[src/rtl/timer_cmd_sequencer_pkg.sv]
// Shared definitions for the timer command sequencer: parameter defaults and
// the sequencer FSM state encoding.
package timer_cmd_sequencer_pkg;

  localparam int W_DEFAULT       = 4;
  localparam int DEPTH_DEFAULT   = 4;
  localparam int TIMEOUT_DEFAULT = 20;

  localparam logic [1:0] ST_IDLE  = 2'd0;
  localparam logic [1:0] ST_ISSUE = 2'd1;
  localparam logic [1:0] ST_WAIT  = 2'd2;
  localparam logic [1:0] ST_GAP   = 2'd3;

  typedef enum logic [1:0] {
    IDLE  = ST_IDLE,
    ISSUE = ST_ISSUE,
    WAIT  = ST_WAIT,
    GAP   = ST_GAP
  } seq_state_e;

endpackage

[src/rtl/timer_cmd_fifo.sv]
// Synchronous command FIFO, DEPTH entries of W bits, first-word fall-through.
// Ports:
//   clk, rst          clock, synchronous active-high reset (flushes pointers)
//   push, din         write request and data; ignored while full
//   pop               read request; ignored while empty
//   dout              head entry (valid while !empty)
//   full, empty       occupancy flags
//   level             number of queued entries, 0..DEPTH
module timer_cmd_fifo #(
  parameter int W     = 4,
  parameter int DEPTH = 4
) (
  input  logic                      clk,
  input  logic                      rst,
  input  logic                      push,
  input  logic [W-1:0]              din,
  input  logic                      pop,
  output logic [W-1:0]              dout,
  output logic                      full,
  output logic                      empty,
  output logic [$clog2(DEPTH+1)-1:0] level
);

  localparam int AW = $clog2(DEPTH);

  logic [W-1:0] mem_q [DEPTH];
  logic [AW:0]  wr_ptr_q, wr_ptr_d;
  logic [AW:0]  rd_ptr_q, rd_ptr_d;
  logic         do_push;
  logic         do_pop;

  // Pointers carry one extra wrap bit so full and empty are distinguishable.
  assign empty   = (wr_ptr_q == rd_ptr_q);
  assign full    = (wr_ptr_q[AW] != rd_ptr_q[AW]) &&
                   (wr_ptr_q[AW-1:0] == rd_ptr_q[AW-1:0]);
  assign do_push = push && !full;
  assign do_pop  = pop && !empty;
  assign dout    = mem_q[rd_ptr_q[AW-1:0]];
  assign level   = wr_ptr_q - rd_ptr_q;

  always_comb begin
    wr_ptr_d = wr_ptr_q + (AW+1)'(do_push);
    rd_ptr_d = rd_ptr_q + (AW+1)'(do_pop);
  end

  always_ff @(posedge clk) begin
    if (rst) begin
      wr_ptr_q <= '0;
      rd_ptr_q <= '0;
    end else begin
      wr_ptr_q <= wr_ptr_d;
      rd_ptr_q <= rd_ptr_d;
    end
  end

  always_ff @(posedge clk) begin
    if (do_push) mem_q[wr_ptr_q[AW-1:0]] <= din;
  end

endmodule

[src/rtl/timer_cmd_sequencer.sv]
// Upstream command stage for the countdown timer. Queues load values from a
// valid/ready producer and issues them one at a time as a single-cycle start
// pulse with load_val, waiting for done (or a watchdog abort) before the next.
// Ports:
//   clk, rst            clock, synchronous active-high reset
//   cmd_valid, cmd_val  producer handshake and load value
//   cmd_ready           FIFO not full
//   start, load_val     registered start pulse and value to the timer
//   done                timer completion pulse (honoured only while waiting)
//   busy                command in flight or FIFO non-empty
//   fifo_level          entries queued
//   timeout_err         one-cycle pulse when the watchdog aborts a command
//   done_count          completed commands, modulo 256
module timer_cmd_sequencer
  import timer_cmd_sequencer_pkg::*;
#(
  parameter int W       = W_DEFAULT,
  parameter int DEPTH   = DEPTH_DEFAULT,
  parameter int TIMEOUT = TIMEOUT_DEFAULT
) (
  input  logic                       clk,
  input  logic                       rst,
  input  logic                       cmd_valid,
  input  logic [W-1:0]               cmd_val,
  output logic                       cmd_ready,
  output logic                       start,
  output logic [W-1:0]               load_val,
  input  logic                       done,
  output logic                       busy,
  output logic [$clog2(DEPTH+1)-1:0] fifo_level,
  output logic                       timeout_err,
  output logic [7:0]                 done_count
);

  localparam int WD_W = $clog2(TIMEOUT);
  localparam logic [WD_W-1:0] WD_LAST = WD_W'(TIMEOUT - 1);

  seq_state_e      state_q, state_d;
  logic            start_q, start_d;
  logic [W-1:0]    load_val_q, load_val_d;
  logic            timeout_err_q, timeout_err_d;
  logic [7:0]      done_count_q, done_count_d;
  logic [WD_W-1:0] wd_q, wd_d;

  logic            fifo_push;
  logic            fifo_pop;
  logic            fifo_full;
  logic            fifo_empty;
  logic [W-1:0]    fifo_head;

  assign cmd_ready = !fifo_full;
  assign fifo_push = cmd_valid && cmd_ready;
  assign fifo_pop  = (state_q == IDLE) && !fifo_empty;

  timer_cmd_fifo #(
    .W     (W),
    .DEPTH (DEPTH)
  ) u_fifo (
    .clk   (clk),
    .rst   (rst),
    .push  (fifo_push),
    .din   (cmd_val),
    .pop   (fifo_pop),
    .dout  (fifo_head),
    .full  (fifo_full),
    .empty (fifo_empty),
    .level (fifo_level)
  );

  always_comb begin
    state_d       = state_q;
    start_d       = 1'b0;
    load_val_d    = load_val_q;
    timeout_err_d = 1'b0;
    done_count_d  = done_count_q;
    wd_d          = wd_q;
    case (state_q)
      IDLE: begin
        if (!fifo_empty) begin
          start_d    = 1'b1;
          load_val_d = fifo_head;
          state_d    = ISSUE;
        end
      end
      ISSUE: begin
        wd_d    = '0;
        state_d = WAIT;
      end
      WAIT: begin
        if (done) begin
          done_count_d = done_count_q + 8'd1;
          state_d      = GAP;
        end else if (wd_q == WD_LAST) begin
          timeout_err_d = 1'b1;
          state_d       = GAP;
        end else begin
          wd_d = wd_q + WD_W'(1);
        end
      end
      // One dead cycle lets the timer settle before the next start.
      GAP:     state_d = IDLE;
      default: state_d = IDLE;
    endcase
  end

  always_ff @(posedge clk) begin
    if (rst) begin
      state_q       <= IDLE;
      start_q       <= 1'b0;
      load_val_q    <= '0;
      timeout_err_q <= 1'b0;
      done_count_q  <= '0;
      wd_q          <= '0;
    end else begin
      state_q       <= state_d;
      start_q       <= start_d;
      load_val_q    <= load_val_d;
      timeout_err_q <= timeout_err_d;
      done_count_q  <= done_count_d;
      wd_q          <= wd_d;
    end
  end

  assign start       = start_q;
  assign load_val    = load_val_q;
  assign timeout_err = timeout_err_q;
  assign done_count  = done_count_q;
  assign busy        = (state_q != IDLE) || !fifo_empty;

endmodule

[config.mk]
export PLATFORM = sky130hd
export DESIGN_NAME = timer_cmd_sequencer
export DESIGN_NICKNAME = d
export VERILOG_FILES = /design/src/rtl/timer_cmd_sequencer_pkg.sv /design/src/rtl/timer_cmd_fifo.sv /design/src/rtl/timer_cmd_sequencer.sv
export SDC_FILE = /design/constraint.sdc
export NUM_CORES = 1
export LEC_CHECK = 0
export ABC_AREA = 0
export ABC_CLOCK_PERIOD_IN_PS = 2200
export BUFFER_PORTS_ARGS = -buffer_cell sky130_fd_sc_hd__buf_4
export CORE_MARGIN = 3
export CORE_UTILIZATION = 57
export DETAILED_ROUTE_END_ITERATION = 10
export PLACE_DENSITY = 0.89
export SYNTH_ARGS = -nofsm -noshare
export SYNTH_HDL_FRONTEND = slang
export SYNTH_SLANG_ARGS = --single-unit
[constraint.sdc]
create_clock -name clk -period 2.2 [get_ports clk]
set_input_delay 0.11 -clock clk [delete_from_list [all_inputs] [get_ports clk]]
set_output_delay 0.11 -clock clk [all_outputs]
set_load 0.005 [all_outputs]
==> flow_summary_export.csv, run 1 <==
group,metric,value,unit
die,die_y,66.13,um
die,dieArea,0.004373,mm2
worst_setup_path,rr_worst_depth,8,
detailed_routing,vias,1483,
place,place_congestion,0.8323,
worst_setup_path,r2r_setup_slack,0.18,ns
worst_setup_path,cp-end-kind,"flop",
synth,seq_area_frac_synth,0.4954,
synth,ys_ff_latch,43,
worst_setup_path,crit_required,2.44,ns
synth,synth_edf_count,16,
timing,finalClockSkew,0.01986,ns
finish,nets,237,
worst_setup_path,crit_buf_inv,2,
synth,synth.distinct_cells,46,
job,maxCapViolations,0,
timing,finalCritPeriodShare,0.9177,
worst_setup_path,critPathLaunchType,"flop",
die,io_pins,27,
finish,syn_to_final_growth,16.70,%
synth,syn_inst,179,
worst_setup_path,cp_common_cell,"ha_1",
worst_hold_path,holdPathStages,3,
worst_hold_path,min_to,"done_count[1]$_SDFFE_PP0N_",
detailed_routing,post-route-drc-count,0,
clock_tree,htree_levels,2,
detailed_routing,routed_wl,3.708,mm
pwr,leakage,0.9505,nW
detailed_routing,first_pass_iters,4,
clock_tree,cts_buffers,5,
detailed_routing,antenna_left,0,
clock_tree,clockBufferDepth,2,
detailed_routing,via_per_inst,5.617,
finish,fillers,257,
global_route,grt_pass1_wl,6.127,mm
synth,netlist_area,0.002061,mm2
global_route,grt_max_degree,33,
timing,setup_viol,0,
global_route,grt_pass1_vias,1330,
worst_setup_path,critPathMaxFanout,9,
clock_tree,post_cts_buffers,0,
timing,rsz0062_at_grt,"no",
synth,yosys_most_used_dff,"dfxtp_1",
worst_setup_path,worstPathArrival,2.26,ns
worst_setup_path,worstSetupPathType,"reg2reg",
worst_setup_path,timing.rr.end,"u_fifo.wr_ptr_q[1]$_SDFF_PP0_",
global_route,use_met3,0.05612,
worst_setup_path,slowest_delay,0.39,ns
clock_tree,tritoncts,"done",
die,coreArea,0.003416,mm2
pwr,power.total,0.002045,W
global_route,track_usage,0.1868,
synth,syn_nets,199,
global_route,antenna_found_initial,0,
synth,synth_warnings,0,
run_status,status,"finished clean",
finish,drive_gt1_frac,0.2110,
clock_tree,clock_sinks,43,
timing,max_slew_margin,0.6979,
pwr,ir_drop,0.0004388,V
place,numPortBuffers,26,
worst_setup_path,critical_path.reg2reg.startpoint,"u_fifo.wr_ptr_q[0]$_SDFF_PP0_",
worst_hold_path,hp-class,"in2reg",
die,fp.dieW,66.13,um
timing,hold_viol,0,
synth,avgSynthCellArea,11.51,um2
global_route,grt_busiest_layer,"met2",
global_route,gr-usage-met1,0.2531,
timing,fmax,0.4953,GHz
synth,synth_async_sr_flop_share,0,
clock_tree,cts_hold_buf,4,
clock_tree,clockRootBuffer,"clkbuf_4",
detailed_routing,drt_iter0_markers,85,
pwr,p_per_area,850.3,mW/mm2
place,dpl.hpwl,2.661,mm
timing,maxSlewViolCount,0,
clock_tree,clk_pin_slew_worst_paths,0.11,ns
worst_setup_path,crit_chain,"inv_1, ha_1, nand2_1, o21ai_0, inv_1, ha_1, ha_1, nor2b_1",
worst_hold_path,worstHoldStart,"done",
timing,fin_setup_tns,0,ns
die,num_rows,21,
worst_setup_path,crit_slowest_cell,"dfxtp_1",
detailed_routing,wl_per_cell,14.05,um
die,initial_core_util,0.6033,
finish,antenna-diode-count,0,
global_route,gr-usage-met2,0.2825,
timing,fin_crit,2.019,ns
timing,worst_slew_pin_slew,0.4418,ns
global_route,grt.overflow.total,0,
worst_setup_path,crit_family,"adder cells",
clock_tree,post_cts_resized,0,
clock_tree,insertion_delay,0.35,ns
[cells in the mapped netlist (all sizes together), types with 4 or more instances]
| cell type | instances | area, um2 |
|---|---|---|
| a21oi | 7 | 35.03 |
| dfxtp | 27 | 540.5 |
| edfxtp | 16 | 480.5 |
| ha | 11 | 137.6 |
| inv | 15 | 56.30 |
| mux4 | 4 | 97.59 |
| nand2 | 8 | 30.03 |
| nand3 | 7 | 35.03 |
| nor2 | 8 | 32.54 |
| nor2b | 10 | 62.56 |
| nor3 | 5 | 25.02 |
| o211ai | 5 | 37.54 |
| or4 | 6 | 45.04 |
| xnor2 | 4 | 35.03 |
[kinds of logic (layout without fill, tap and decap cells)]
| logic type | count (synthesis) | count (layout) | synth area share |
|---|---|---|---|
| fa+ha+maj | 12 | 12 | 0.07650 |
| buf+inv | 21 | 60 | 0.05707 |
| compound gates | 30 | 30 | 0.1057 |
| mux | 6 | 6 | 0.05768 |
| flops | 43 | 43 | 0.4954 |
| xor+xnor | 7 | 7 | 0.03340 |
| simple gates | 60 | 60 | 0.1743 |
[registers in the layout, indices dropped and copies added, names as in the netlist]
register and cells:
timeout_err 1, start 1, done_count 8, u_fifo.mem_q 16, u_fifo.rd_ptr_q 3, u_fifo.wr_ptr_q 3, state_q 2, wd_q 5
load_val 4
[layout make-up]
type / instances / area, um2 / area share
sequential: 43 / 1021 / 0.4246
multi-input combinational: 115 / 922.1 / 0.3835
timing repair buffer: 37 / 287.8 / 0.1197
tap: 46 / 57.56 / 0.02393
inverter: 15 / 56.30 / 0.02341
clock buffer: 7 / 55.05 / 0.02289
clock inverter: 1 / 5.005 / 0.002081
[per-layer routing]
metal / vias up / part of all wire
met5: - / 0
met4: 0 / 0.014
met2: 31 / 0.44
met3: 5 / 0.050
met1: 707 / 0.50
li1: 740 / -
[worst reg2reg max path, stage by stage (launching register included)]
cell and delay, ns:
dfxtp_1 0.39, inv_1 0.08, ha_1 0.34, nand2_1 0.19, o21ai_0 0.28, inv_1 0.08
ha_1 0.18, ha_1 0.26, nor2b_1 0.12
[how the worst max path moves through the flow]
stage / startpoint / endpoint / slack, ns / depth (start not counted)
2_1_floorplan: u_fifo.rd_ptr_q[1]$_SDFF_PP0_ / u_fifo.wr_ptr_q[1]$_SDFF_PP0_ / 0.14 / 8
3_3_place_gp: u_fifo.wr_ptr_q[0]$_SDFF_PP0_ / u_fifo.wr_ptr_q[1]$_SDFF_PP0_ / 0.26 / 8
3_5_place_dp: u_fifo.wr_ptr_q[0]$_SDFF_PP0_ / u_fifo.wr_ptr_q[1]$_SDFF_PP0_ / 0.20 / 8
4_1_cts: u_fifo.wr_ptr_q[0]$_SDFF_PP0_ / u_fifo.wr_ptr_q[1]$_SDFF_PP0_ / 0.19 / 8
5_1_grt: u_fifo.wr_ptr_q[0]$_SDFF_PP0_ / u_fifo.wr_ptr_q[2]$_SDFF_PP0_ / 0.002 / 9
6_report: u_fifo.wr_ptr_q[0]$_SDFF_PP0_ / u_fifo.wr_ptr_q[1]$_SDFF_PP0_ / 0.18 / 8
[cells in the final DEF, fill, tap and decap left out, types with 2 or more instances in the layout]
master / count
o211a_1: 2
nor4_1: 3
xnor2_1: 4
buf_4: 33
o311ai_0: 3
nor3_1: 5
or4_1: 6
a21oi_1: 7
ha_1: 11
nand2b_1: 3
nand2_1: 8
nand4_1: 2
o211ai_1: 5
nor2b_1: 10
nand3_1: 7
edfxtp_1: 16
dfxtp_1: 27
o21ai_0: 3
a211o_1: 2
mux4_2: 2
nor2_1: 7
inv_1: 15
dlygate4sd3_1: 4
clkbuf_4: 5
xor2_1: 2
mux4_1: 2
or3_1: 2
o31ai_1: 2
[per-stage QoR]
stage | worst slack (ns) | instance area, um2 | hold slack [ns] | utilization | cells
global placement | 0.2571 | 2305 | 0.3126 | 0.6747 | 252
detailed placement | 0.2005 | 2305 | 0.3160 | 0.6747 | 252
CTS | 0.1890 | 2405 | 0.05437 | 0.7040 | 264
floorplan | 0.1448 | 2061 | 0.2089 | - | 179
finish | 0.1810 | 2405 | 0.06834 | 0.7040 | 264
global route | 0.002222 | 2405 | 0.05780 | 0.7040 | 264
[where the power goes]
part           total, W  switching [W]  leakage (nW)  internal (W)
combinational  0.000695       0.000356         0.549      0.000339
clock          0.000396       0.000241        0.0353      0.000155
sequential     0.000954      0.0000459         0.366      0.000908
(Power assumes the default switching activity.)
==> run 2, diff against run 1 <==
--- a/config.mk
+++ b/config.mk
@@ -5,13 +5,13 @@
 export SDC_FILE = /design/constraint.sdc
 export NUM_CORES = 1
 export LEC_CHECK = 0
-export ABC_AREA = 0
+export ABC_AREA = 1
 export ABC_CLOCK_PERIOD_IN_PS = 2200
 export BUFFER_PORTS_ARGS = -buffer_cell sky130_fd_sc_hd__buf_4
 export CORE_MARGIN = 3
-export CORE_UTILIZATION = 57
+export CORE_UTILIZATION = 56
 export DETAILED_ROUTE_END_ITERATION = 10
-export PLACE_DENSITY = 0.89
+export PLACE_DENSITY = 0.88
 export SYNTH_ARGS = -nofsm -noshare
 export SYNTH_HDL_FRONTEND = slang
 export SYNTH_SLANG_ARGS = --single-unit
==> constraint.sdc (replaced) <==
create_clock -name clk -period 2.2 [get_ports clk]
set_input_delay 0.11 -clock clk [delete_from_list [all_inputs] [get_ports clk]]
set_output_delay 0.11 -clock clk [all_outputs]
set_load 0.05 [all_outputs]
==> run 2 against run 1 <==
Against the previous run: critical path depth fell by 3; non-clock buffer count unchanged; clock power about the same; hold slack got worse by 0.043 ns; global-route usage up 0.34 points; sequential share of layout area is 0.088 points lower; count of clock-buffer cells in the layout down 2; core utilization increased by 0.15 points; critical path type is now reg2out; largest power group is now combinational logic.
==> flow_summary_export.csv, run 2 <==
group,metric,value,unit
finish,final_cell_mix,"nor2_1 (49), nand2_1 (40), inv_1 (33)",
pwr,ir_drop,0.0006160,V
timing,rsz0062_at_grt,"no",
clock_tree,clockBufferDepth,2,
worst_setup_path,worstSetupPathType,"reg2out",
synth,netlist_area,0.002018,mm2
synth,yosys-top-cells-count,"nor2_1 (49), nand2_1 (40), inv_1 (33)",
synth,avgSynthCellArea,8.516,um2
synth,seq_area_frac_synth,0.5059,
finish,syn_to_final_growth,19.40,%
finish,multi_input_area,844.6,um2
clock_tree,insertion_delay,0.36,ns
detailed_routing,antenna_left,0,
synth,ys_ff_latch,43,
clock_tree,htree_levels,2,
timing,hold_viol,0,
timing,finalClockSkew,0.006926,ns
worst_hold_path,holdPathStages,4,
detailed_routing,top_layer_used,"met4",
finish,drive_gt1_frac,0.2151,
timing,fin_crit,1.900,ns
detailed_routing,routed_wl,3.619,mm
synth,syn_inst,237,
synth,synth_top_area_share,0.2678,
timing,maxSlewViolCount,0,
detailed_routing,wl_met3,205,um
detailed_routing,wl_met2,1.803,mm
timing,worst_slew_pin_slew,0.4107,ns
pwr,p_per_area,1072,mW/mm2
finish,regArea,0.001021,mm2
place,place_congestion,0.7916,
global_route,grt.overflow.total,0,
finish,mostFrequentLayoutCell,"nor2_1",
detailed_routing,wirelength_met1,1.540,mm
worst_setup_path,crit_chain,"inv_1, ha_1, fa_1, xnor2_1, buf_4",
clock_tree,cts_buffers,5,
pwr,power.total,0.002583,W
clock_tree,cts_hold_buf,5,
synth,syn_nets,257,
global_route,antenna_found_initial,0,
die,num_rows,21,
finish,fillers,273,
timing,fmax,0.5262,GHz
finish,nets,298,
clock_tree,tritoncts,"done",
detailed_routing,drt_iter0_markers,70,
clock_tree,clk_pin_slew_worst_paths,0.13,ns
worst_setup_path,crit_slowest_cell,"dfxtp_1",
synth,synth.distinct_cells,25,
detailed_routing,wl_per_cell,11.14,um
die,io_pins,27,
detailed_routing,post-route-drc-count,0,
place,numPortBuffers,26,
clock_tree,clock_sinks,43,
die,initial_core_util,0.5908,
worst_setup_path,crit_buf_inv,2,
worst_setup_path,rr_worst_depth,11,
global_route,grt_pass1_vias,1416,
worst_setup_path,critPathMaxFanout,4,
worst_setup_path,critPathLaunchType,"flop",
synth,yosys.area.top_type,"dfxtp_1",
pwr,leakage,1.064,nW
synth,yosysMostFrequentCell,"nor2_1",
worst_setup_path,cp-end-kind,"output port",
global_route,grt_pass1_wl,6.106,mm
detailed_routing,first_pass_iters,4,
worst_hold_path,hp-class,"in2reg",
timing,max_slew_margin,0.7259,
worst_setup_path,crit_family,"adder cells",
worst_setup_path,cp.depth,5,
finish,antenna-diode-count,0,
timing,setup_viol,0,
run_status,status,"finished clean",
clock_tree,clockRootBuffer,"clkbuf_4",
worst_setup_path,worstPathArrival,1.79,ns
synth,synth_warnings,0,
place,dpl.hpwl,2.693,mm
global_route,track_usage,0.1903,
synth,synthTopCellsByArea,"dfxtp_1 (27%), edfxtp_1 (24%), nor2_1 (9.1%)",
finish,largest_reg_flops,16,
synth,synth_async_sr_flop_share,0,
die,coreArea,0.003416,mm2
worst_setup_path,slowest_delay,0.40,ns
timing,fin_setup_tns,0,ns
detailed_routing,via_per_inst,4.775,
job,maxCapViolations,0,
global_route,grt_max_degree,16,
clock_tree,post_cts_buffers,0,
clock_tree,post_cts_resized,0,
synth,yosys_most_used_dff,"dfxtp_1",
die,fp.dieW,66.03,um
die,die_y,66.03,um
die,dieArea,0.004360,mm2
worst_setup_path,crit_required,2.09,ns
timing,finalCritPeriodShare,0.8638,
synth,synth_edf_count,16,
detailed_routing,vias,1552,
## run 2: cell types whose count changed after synthesis, moves of 5 or more
cell	delta
inv_1	+18
nand2_1	+32
nor2_1	+42
nor2b_1	-10
o211ai_1	-5
o21ai_0	+9
or4_1	-6
## run 2: cell families (layout without fill, tap and decap cells)
| group | count (synthesis) | after routing | share of synthesized area |
|---|---|---|---|
| adder cells (fa/ha/maj) | 12 | 12 | 0.07811 |
| XOR/XNOR | 4 | 4 | 0.01736 |
| buffers and inverters | 39 | 81 | 0.07811 |
| AND/OR/NAND/NOR | 117 | 117 | 0.2591 |
| flip-flops | 43 | 43 | 0.5059 |
| AO/OA/AOI/OAI | 22 | 22 | 0.06138 |
## run 2: final timing paths
kind,startpoint,slack (ns),to
hold / removal,done,0.03,timeout_err$_SDFF_PP0_
setup / recovery,u_fifo.wr_ptr_q[0]$_SDFF_PP0_,0.30,fifo_level[2]
setup reg to reg,u_fifo.wr_ptr_q[0]$_SDFF_PP0_,0.30,u_fifo.wr_ptr_q[2]$_SDFF_PP0_
hold reg to reg,load_val[3]$_SDFFE_PP0P_,0.53,load_val[3]$_SDFFE_PP0P_
## run 2: tightest hold or removal path: cells and delay by family
family	cells	cell delay [ns]
buffers and inverters	2	0.15
and+or+nand+nor	2	0.09
## run 2: report_power, final
group / switching, W / internal, W / total (W)
registers: 0.0000625 / 0.000929 / 0.000991
clock network: 0.000271 / 0.000128 / 0.000399
logic: 0.000811 / 0.000381 / 0.00119
## run 2: per-stage QoR
| stage | cells | setup slack, ns | util | hold WS (ns) | instance area [um2] |
|---|---|---|---|---|---|
| finish | 325 | 0.2995 | 0.7055 | 0.02577 | 2410 |
| global route | 325 | 0.1358 | 0.7055 | 0.02102 | 2410 |
| CTS | 325 | 0.2830 | 0.7055 | 0.01748 | 2410 |
| detailed placement | 312 | 0.3294 | 0.6729 | 0.3128 | 2298 |
| global placement | 312 | 0.4364 | 0.6729 | 0.3092 | 2298 |
| floorplan | 237 | 0.04458 | - | 0.1877 | 2023 |
## run 2: layout make-up
class,count,area share
flip-flops and latches,43,0.4237
multi-input cells,155,0.3505
repair buffers,37,0.1205
inverters,36,0.05607
well taps,46,0.02388
clock buffers,5,0.01558
clock inverters,3,0.009865
## run 2: metal layers
| metal | up-vias | global-route usage |
|---|---|---|
| met3 | 8 | 0.06463 |
| met4 | 0 | 0.08376 |
| met2 | 32 | 0.3267 |
| li1 | 831 | - |
| met5 | - | 0 |
| met1 | 681 | 0.2126 |
